==> src/rtl/icache_fetch_responder.sv <==
// rtl/icache_fetch_responder.sv - direct-mapped 4-word-line instruction cache answering the core fetch handshake
// Optional hit/miss counters: define ICACHE_STATS_EN.
module icache_fetch_responder #(
    parameter int LINES = 16,
    parameter int AW    = 32,
    parameter int DW    = 32
) (
    input  logic          clk,
    input  logic          reset,
    input  logic          instrreq,
    input  logic [AW-1:0] instradr,
    output logic [DW-1:0] instrF,
    output logic          hit,
    output logic          abort,
    input  logic          flush,
    output logic          memreq,
    output logic [AW-1:0] memadr,
    input  logic [DW-1:0] memrdata,
    input  logic          memvalid
`ifdef ICACHE_STATS_EN
    ,
    output logic [31:0]   hitcnt,
    output logic [31:0]   misscnt
`endif
);
    localparam int IW = $clog2(LINES);
    localparam int TW = AW - 4 - IW;

    typedef enum logic [2:0] {IDLE, LOOKUP, REFILL, RESPOND, DRAIN} state_t;
    state_t state, state_next;

    logic [TW-1:0]    req_tag;
    logic [IW-1:0]    req_index;
    logic [1:0]       req_offset;
    logic [1:0]       beat;
    logic             flushed;
    logic [LINES-1:0] valid;
    logic [TW-1:0]    tags [LINES];
    logic [DW-1:0]    data [LINES][4];

    logic lookup_hit;
    logic beat_done;
    logic last_beat;

    // A flush in the lookup cycle forces a miss so stale data is never returned.
    assign lookup_hit = valid[req_index] && (tags[req_index] == req_tag) && !flush;
    assign beat_done  = (state == REFILL) && memreq && memvalid;
    assign last_beat  = beat_done && (beat == 2'd3);
    assign abort      = instrreq && (state != RESPOND);

    always_ff @(posedge clk or posedge reset) begin
        if (reset) state <= IDLE;
        else       state <= state_next;
    end

    always_comb begin
        state_next = state;
        case (state)
            IDLE:    if (instrreq) state_next = LOOKUP;
            LOOKUP:  state_next = lookup_hit ? RESPOND : REFILL;
            REFILL:  if (last_beat) state_next = instrreq ? RESPOND : IDLE;
            RESPOND: if (!instrreq) state_next = DRAIN;
            DRAIN:   state_next = IDLE;
            default: state_next = IDLE;
        endcase
    end

    always_ff @(posedge clk or posedge reset) begin
        if (reset) begin
            req_tag    <= '0;
            req_index  <= '0;
            req_offset <= '0;
            memreq     <= 1'b0;
            memadr     <= '0;
            instrF     <= '0;
            hit        <= 1'b0;
            beat       <= '0;
            flushed    <= 1'b0;
            valid      <= '0;
        end else begin
            if (flush)
                valid <= '0;
            else if (last_beat && !flushed)
                valid[req_index] <= 1'b1;

            case (state)
                IDLE: begin
                    if (instrreq) begin
                        req_tag    <= instradr[AW-1:4+IW];
                        req_index  <= instradr[3+IW:4];
                        req_offset <= instradr[3:2];
                    end
                end
                LOOKUP: begin
                    if (lookup_hit) begin
                        instrF <= data[req_index][req_offset];
                        hit    <= 1'b1;
                    end else begin
                        beat    <= '0;
                        flushed <= 1'b0;
                        memreq  <= 1'b1;
                        memadr  <= {req_tag, req_index, 4'b0000};
                    end
                end
                REFILL: begin
                    if (flush) flushed <= 1'b1;
                    if (beat_done) begin
                        memadr <= memadr + AW'(4);
                        beat   <= beat + 2'd1;
                        if (beat == 2'd3) begin
                            memreq <= 1'b0;
                            if (instrreq) begin
                                // word 3 is still in flight on memrdata this cycle
                                instrF <= (req_offset == 2'd3) ? memrdata : data[req_index][req_offset];
                                hit    <= 1'b0;
                            end
                        end
                    end
                end
                default: ;
            endcase
        end
    end

    always_ff @(posedge clk) begin
        if (beat_done) begin
            data[req_index][beat] <= memrdata;
            if (beat == 2'd3) tags[req_index] <= req_tag;
        end
    end

`ifdef ICACHE_STATS_EN
    always_ff @(posedge clk or posedge reset) begin
        if (reset) begin
            hitcnt  <= '0;
            misscnt <= '0;
        end else if (flush) begin
            hitcnt  <= '0;
            misscnt <= '0;
        end else if (state == LOOKUP) begin
            if (state_next == RESPOND) hitcnt  <= hitcnt + 32'd1;
            if (state_next == REFILL)  misscnt <= misscnt + 32'd1;
        end
    end
`endif

endmodule

==> config.mk <==
export PLATFORM = sky130hd
export DESIGN_NAME = icache_fetch_responder
export DESIGN_NICKNAME = d
export VERILOG_FILES = /design/src/rtl/icache_fetch_responder.sv
export SDC_FILE = /design/constraint.sdc
export NUM_CORES = 2
export LEC_CHECK = 0
export CORE_MARGIN = 4
export CORE_UTILIZATION = 35
export CTS_CLUSTER_DIAMETER = 80
export CTS_CLUSTER_SIZE = 20
export DETAILED_ROUTE_END_ITERATION = 10
export PLACE_DENSITY_LB_ADDON = 0.08
export SLEW_MARGIN = 30
export SYNTH_ARGS = -nofsm -noshare
export SYNTH_HDL_FRONTEND = slang
export SYNTH_SLANG_ARGS = --single-unit
export TNS_END_PERCENT = 50
==> constraint.sdc <==
create_clock -name clk -period 8.03 [get_ports clk]
set_clock_uncertainty 0.1 [all_clocks]
set_input_delay 2.0075 -clock clk [delete_from_list [all_inputs] [get_ports clk]]
set_output_delay 2.0075 -clock clk [all_outputs]
set_load 0.05 [all_outputs]
# ---- After elaboration in Yosys (flattened, before gate mapping)
# Memory sizes are Yosys's and may differ from the RTL's.
# Index checks and enable logic that the tools add are counted.
dict set report op_classes {
  n_addsub 2
  eq_ne 16
  magnitude_cmp 5
  bitwise 3
  mux 46
  n_reduce_logical 20
}
# cell n
set op_table {}
lappend op_table {{$mux 32} 10}
lappend op_table {{$mux 128} 1}
lappend op_table {{$pmux 32 s2} 2}
lappend op_table {{$bmux 32 s2} 1}
lappend op_table {{$demux 32 s2} 1}
lappend op_table {{$add 32x3->32 const B} 1}
lappend op_table {{$mux 16} 2}
lappend op_table {{$eq 24x24->1} 1}
lappend op_table {{$mux 1} 16}
lappend op_table {{$ne 2x2->1 const B} 8}
lappend op_table {{$or 16x16->16} 1}
lappend op_table {{$pmux 3 s4} 1}
lappend op_table {{$logic_and 1x1->1} 9}
lappend op_table {{$mux 3} 3}
lappend op_table {{$reduce_and 3->1} 3}
lappend op_table {{$eq 3x2->1 const B} 2}
lappend op_table {{$ge 3x3->1 const B} 2}
lappend op_table {{$mux 2} 3}
lappend op_table {{$not 2->3} 2}
lappend op_table {{$pmux 1 s2} 3}
lappend op_table {{$lt 4x5->1 const B} 1}
lappend op_table {{$reduce_and 5->1} 1}
lappend op_table {{$bmux 1 s4} 1}
lappend op_table {{$demux 1 s4} 1}
lappend op_table {{13 further kinds} 16}
dict set report word_totals {
  wordCells 105
  regBits 118
  mem_count 2
  ramBits 2432
  output_inout_bits 67
  in_bits 69
}
# memory depth word_bits rd rd_clocked_by_memory_dff write_ports line
set memory_table {}
lappend memory_table {data 16 128 1 0 1 39} ;# logic [DW-1:0] data [LINES][4];
lappend memory_table {tags 16 24 1 0 1 38} ;# logic [TW-1:0] tags [LINES];

# ---- Depth between registers and ports, before layout
dict set report logic_depth {
  ltp_word 9
  mapped_depth 14
  mapped_depth_nobuf 9
}

# ---- Least setup slack after synthesis
# OpenSTA, ideal clock, no wires.
dict set report synth_timing {
  path_type {in2reg}
  start {input memvalid}
  end {memory data[12][0] (netlist name) (enable)}
  required_ns 7.460
  setup_slack_ns 2.081
  arrival_ns 5.379
  setup_time_ns 0.470
  path_buffers 2
  path_stages 6
  path_cell_list {nand2_1 nor2_1 nand2_1 clkbuf_1 clkbuf_1 nor2_1}
}
dict set report synth_via {
  elab_chain_cells 3
}
# element line
set synth_lines {}
lappend synth_lines {{start: declaration} 19} ;# input logic memvalid
lappend synth_lines {{$logic_and 1x1->1} 47} ;# assign beat_done = (state == REFILL) && memreq && memvalid;
lappend synth_lines {{$mux 1} 126} ;# if (beat_done) begin
lappend synth_lines {{$mux 128 (not written as such)} 127} ;# data[req_index][beat] <= memrdata;
lappend synth_lines {{end: declaration} 39}
# No other way between the ends.

# ---- Final worst setup path
dict set report layout_timing {
  start {input instrreq}
  end {output abort}
}
dict set report layout_via {
  elab_chain_cells 1
}
# element line
set layout_lines {}
lappend layout_lines {{start: declaration} 10} ;# input logic instrreq,
lappend layout_lines {{$logic_and 1x1->1} 49} ;# assign abort = instrreq && (state != RESPOND);
lappend layout_lines {{end: declaration} 14} ;# output logic abort,
# No other way between the ends.

==> metrics.md <==
| Metric | Value |
|---|---|
| Via count | `around 47000` |
| Main synth FF type | `edfxtp_1` |
| 1st-pass router iterations | `5` |
| Drt wl/cell | `between 30 and 40 µm` |
| Post-DP HPWL | `between 150000 and 200000 µm` |
| Share of cells above drive strength 1 | `between 20 and 30%` |
| Slew @ Worst Pin | `1.051 ns` |
| Fill cells | `approximately 25000` |
| Antenna violations before repair | `15` |
| Cts bufs inserted | `160` |
| Synth top area share | `about three quarters` |
| H-tree levels | `4` |
| Number of flops mapped to enable cells by yosys | `roughly 2400` |
| GRT Resource Usage Total | `between 15 and 20%` |
| P&R area growth vs syn | `11.81%` |
| #FFs+latches synth | `around 2500` |
| Crit Path Class | `in2out` |
| Post-Syn Instances | `4428` |
| Tcrit/Tclk final | `between 70% and 80%` |
| Post-synth top area cell | `edfxtp_1` |
| Core Region | `approximately 280000 µm²` |
| Ports | `roughly 140` |
| Placed cells | `roughly 8300` |
| Final Slew Violations | `0` |
| Placement Rows | `approximately 200` |
| Post-CTS sizing | `0` |
| Vias per inst | `5.486` |
| Drt initial violations | `~4900` |
| Die outline height | `540.4 µm` |
| Post-synthesis cell area | `99210 µm²` |
| Clock latency on the worst-skew pair | `roughly 0.85 ns` |
| P_leak | `approximately 34 nW` |
| Critical path endpoint category | `output port` |
| Clock sink count | `roughly 2500` |
| Normalized max-slew margin | `29.95%` |
| Root buf cell | `clkbuf_16` |
| RSZ-0062 raised after global routing | `no` |
| Peak supply drop | `approximately 280 µV` |
| Largest net degree at the start of global routing | `110` |
| CTS tree | `done` |
| Crit start category | `input pin` |
| Run status | `completed` |
| Routed WL | `approximately 290000 µm` |
| Fin util | `39.30%` |
| First-pass GRT wire length | `about 400000 µm` |
| Final Hold Viols | `0` |
| Port buffer count | `approximately 130` |
| Routed Antenna Nets | `0` |
| Worst Hold Class | `reg2reg` |
| Syn Area/Cell | `~22 µm²` |
| Sequential fraction of the synthesis area | `76.54%` |
| CTS clock-pin slew for the worst setup and hold paths | `around 0.08 ns` |
| Pwr/cell area | `between 300 and 400 nW/µm²` |
| DIE WIDTH | `between 500 and 600 µm` |
| Finished Layout Cells | `8499` |
| Tot Pwr | `around 37 mW` |
| Cts hold-fix bufs | `0` |
| # setup viols final | `0` |
| Max-cap viol count | `0` |
| Fraction of registers with async set/reset | `4.553%` |
| Worst Path Max Fanout | `6` |
| Arrival @ worst endpoint | `between 3 and 4 ns` |
| Vias in the first global route | `just under 50000` |
| Gp weighted congestion | `0.8004` |
| Drc violations | `0` |
| Min Tclk post-route | `slightly below 6 ns` |
| Setup TNS | `0 ns` |
| Post-CTS Setup Bufs | `0` |
| Final-stage net count | `4753` |
| Synthesis Warnings | `0` |
| Max Freq | `about 170 MHz` |
| Area contributors post-synth | `edfxtp_1 (74%), mux4_2 (16%), dfrtp_1 (2.9%)` |
| Distinct cells, synth | `slightly above 70` |
| Worst endpoint required time | `5.92 ns` |
| Clock buffer depth | `4` |
| Total Die Area | `292000 µm²` |
| Initial Utilization | `about a third` |
| Global route overflow | `0` |
critical path: stages:
cell and delay [ns]:
clkdlybuf4s50_1 0.67, and2_1 0.19, clkdlybuf4s50_1 0.80
synthesized netlist by cell type (30+ instances only):
cell type,instances
edfxtp_1,2432
mux4_2,714
nor2_1,179
dfrtp_1,116
nand2_1,116
clkbuf_1,101
mux2i_1,100
buf_2,78
a21oi_1,61
o21ai_0,50
nor3_1,39
o22ai_1,31
mux2_4,30
final cells by class:
class / instances / area, µm² / share of cell area, %
Timing Repair Buffer: 334 / 3158 / 2.847
Clock inverter: 27 / 245.2 / 0.2211
Inverter: 13 / 61.31 / 0.05527
Clock buffer: 208 / 4300 / 3.877
Tap cell: 3743 / 4683 / 4.222
Antenna cell: 4 / 10.01 / 0.009023
Multi-Input combinational cell: 1622 / 22520 / 20.30
Sequential cell: 2548 / 75950 / 68.47
placed cells by master, fill, tap and decap left out, types with 64 or more instances in the layout:
master | synthesis | layout
buf_4 | 29 | 171
mux2i_1 | 100 | 100
clkbuf_16 | 0 | 165
edfxtp_1 | 2432 | 2432
mux4_2 | 714 | 714
dfrtp_1 | 116 | 110
clkdlybuf4s50_1 | 0 | 99
nand2_1 | 116 | 112
nor2_1 | 179 | 113
nor2_4 | 0 | 64
per-layer routing:
layer / vias up / GRT usage (%) / part of all wire [%]
met5: - / 0 / 0.0056
met4: 4 / 4.155 / 2.1
met3: 280 / 2.428 / 4.4
met2: 1202 / 32.10 / 49
met1: 26020 / 27.87 / 45
li1: 19130 / - / -
through the flow:
step                hold WS (ns)  instance area [µm²]  setup slack (ns)
finish                    0.4007               110900             2.258
global route              0.4295               110900             2.203
CTS                       0.4029               110900             2.236
detailed placement        0.3827               106400             2.052
global placement          0.3698               106000             2.127
floorplan                 0.3573                99220             2.081
state kept, by name (all words and copies together) (netlist names):
register / count
req_tag: 24
instrF: 32
req_index: 4
data: 2048
req_offset: 2
tags: 384
hit: 1
memadr: 30
beat: 2
valid: 16
memreq: 1
state: 3
flushed: 1
worst paths after layout:
path	depth (start not counted)	to	slack, ns	from
worst max register to register	10	instrF[0]	2.66	req_index[1]
worst max-delay path	3	abort	2.26	instrreq
worst min-delay path	2	valid[13]	0.40	valid[13]
min in group asynchronous	2	req_tag[19]	1.59	reset
max in group asynchronous	3	req_index[2]	5.01	reset
worst min register to register	2	valid[13]	0.40	valid[13]
where the power goes:
group	switching, mW	internal (mW)
Combinational	7.34	5.05
Sequential	0.649	15.2
Clock	4.43	3.86
cells by family after synthesis:
| kind of cell | Yosys count | share of synthesized area, % |
|---|---|---|
| xor+xnor | 31 | 0.2737 |
| fa+ha+maj | 5 | 0.06306 |
| buf+inv | 259 | 1.294 |
| simple gates | 430 | 1.927 |
| mux | 873 | 18.00 |
| other cells | 1 | 0.003780 |
| flops | 2548 | 76.54 |
| compound gates | 281 | 1.902 |
Power figures use the tool's default switching activity.
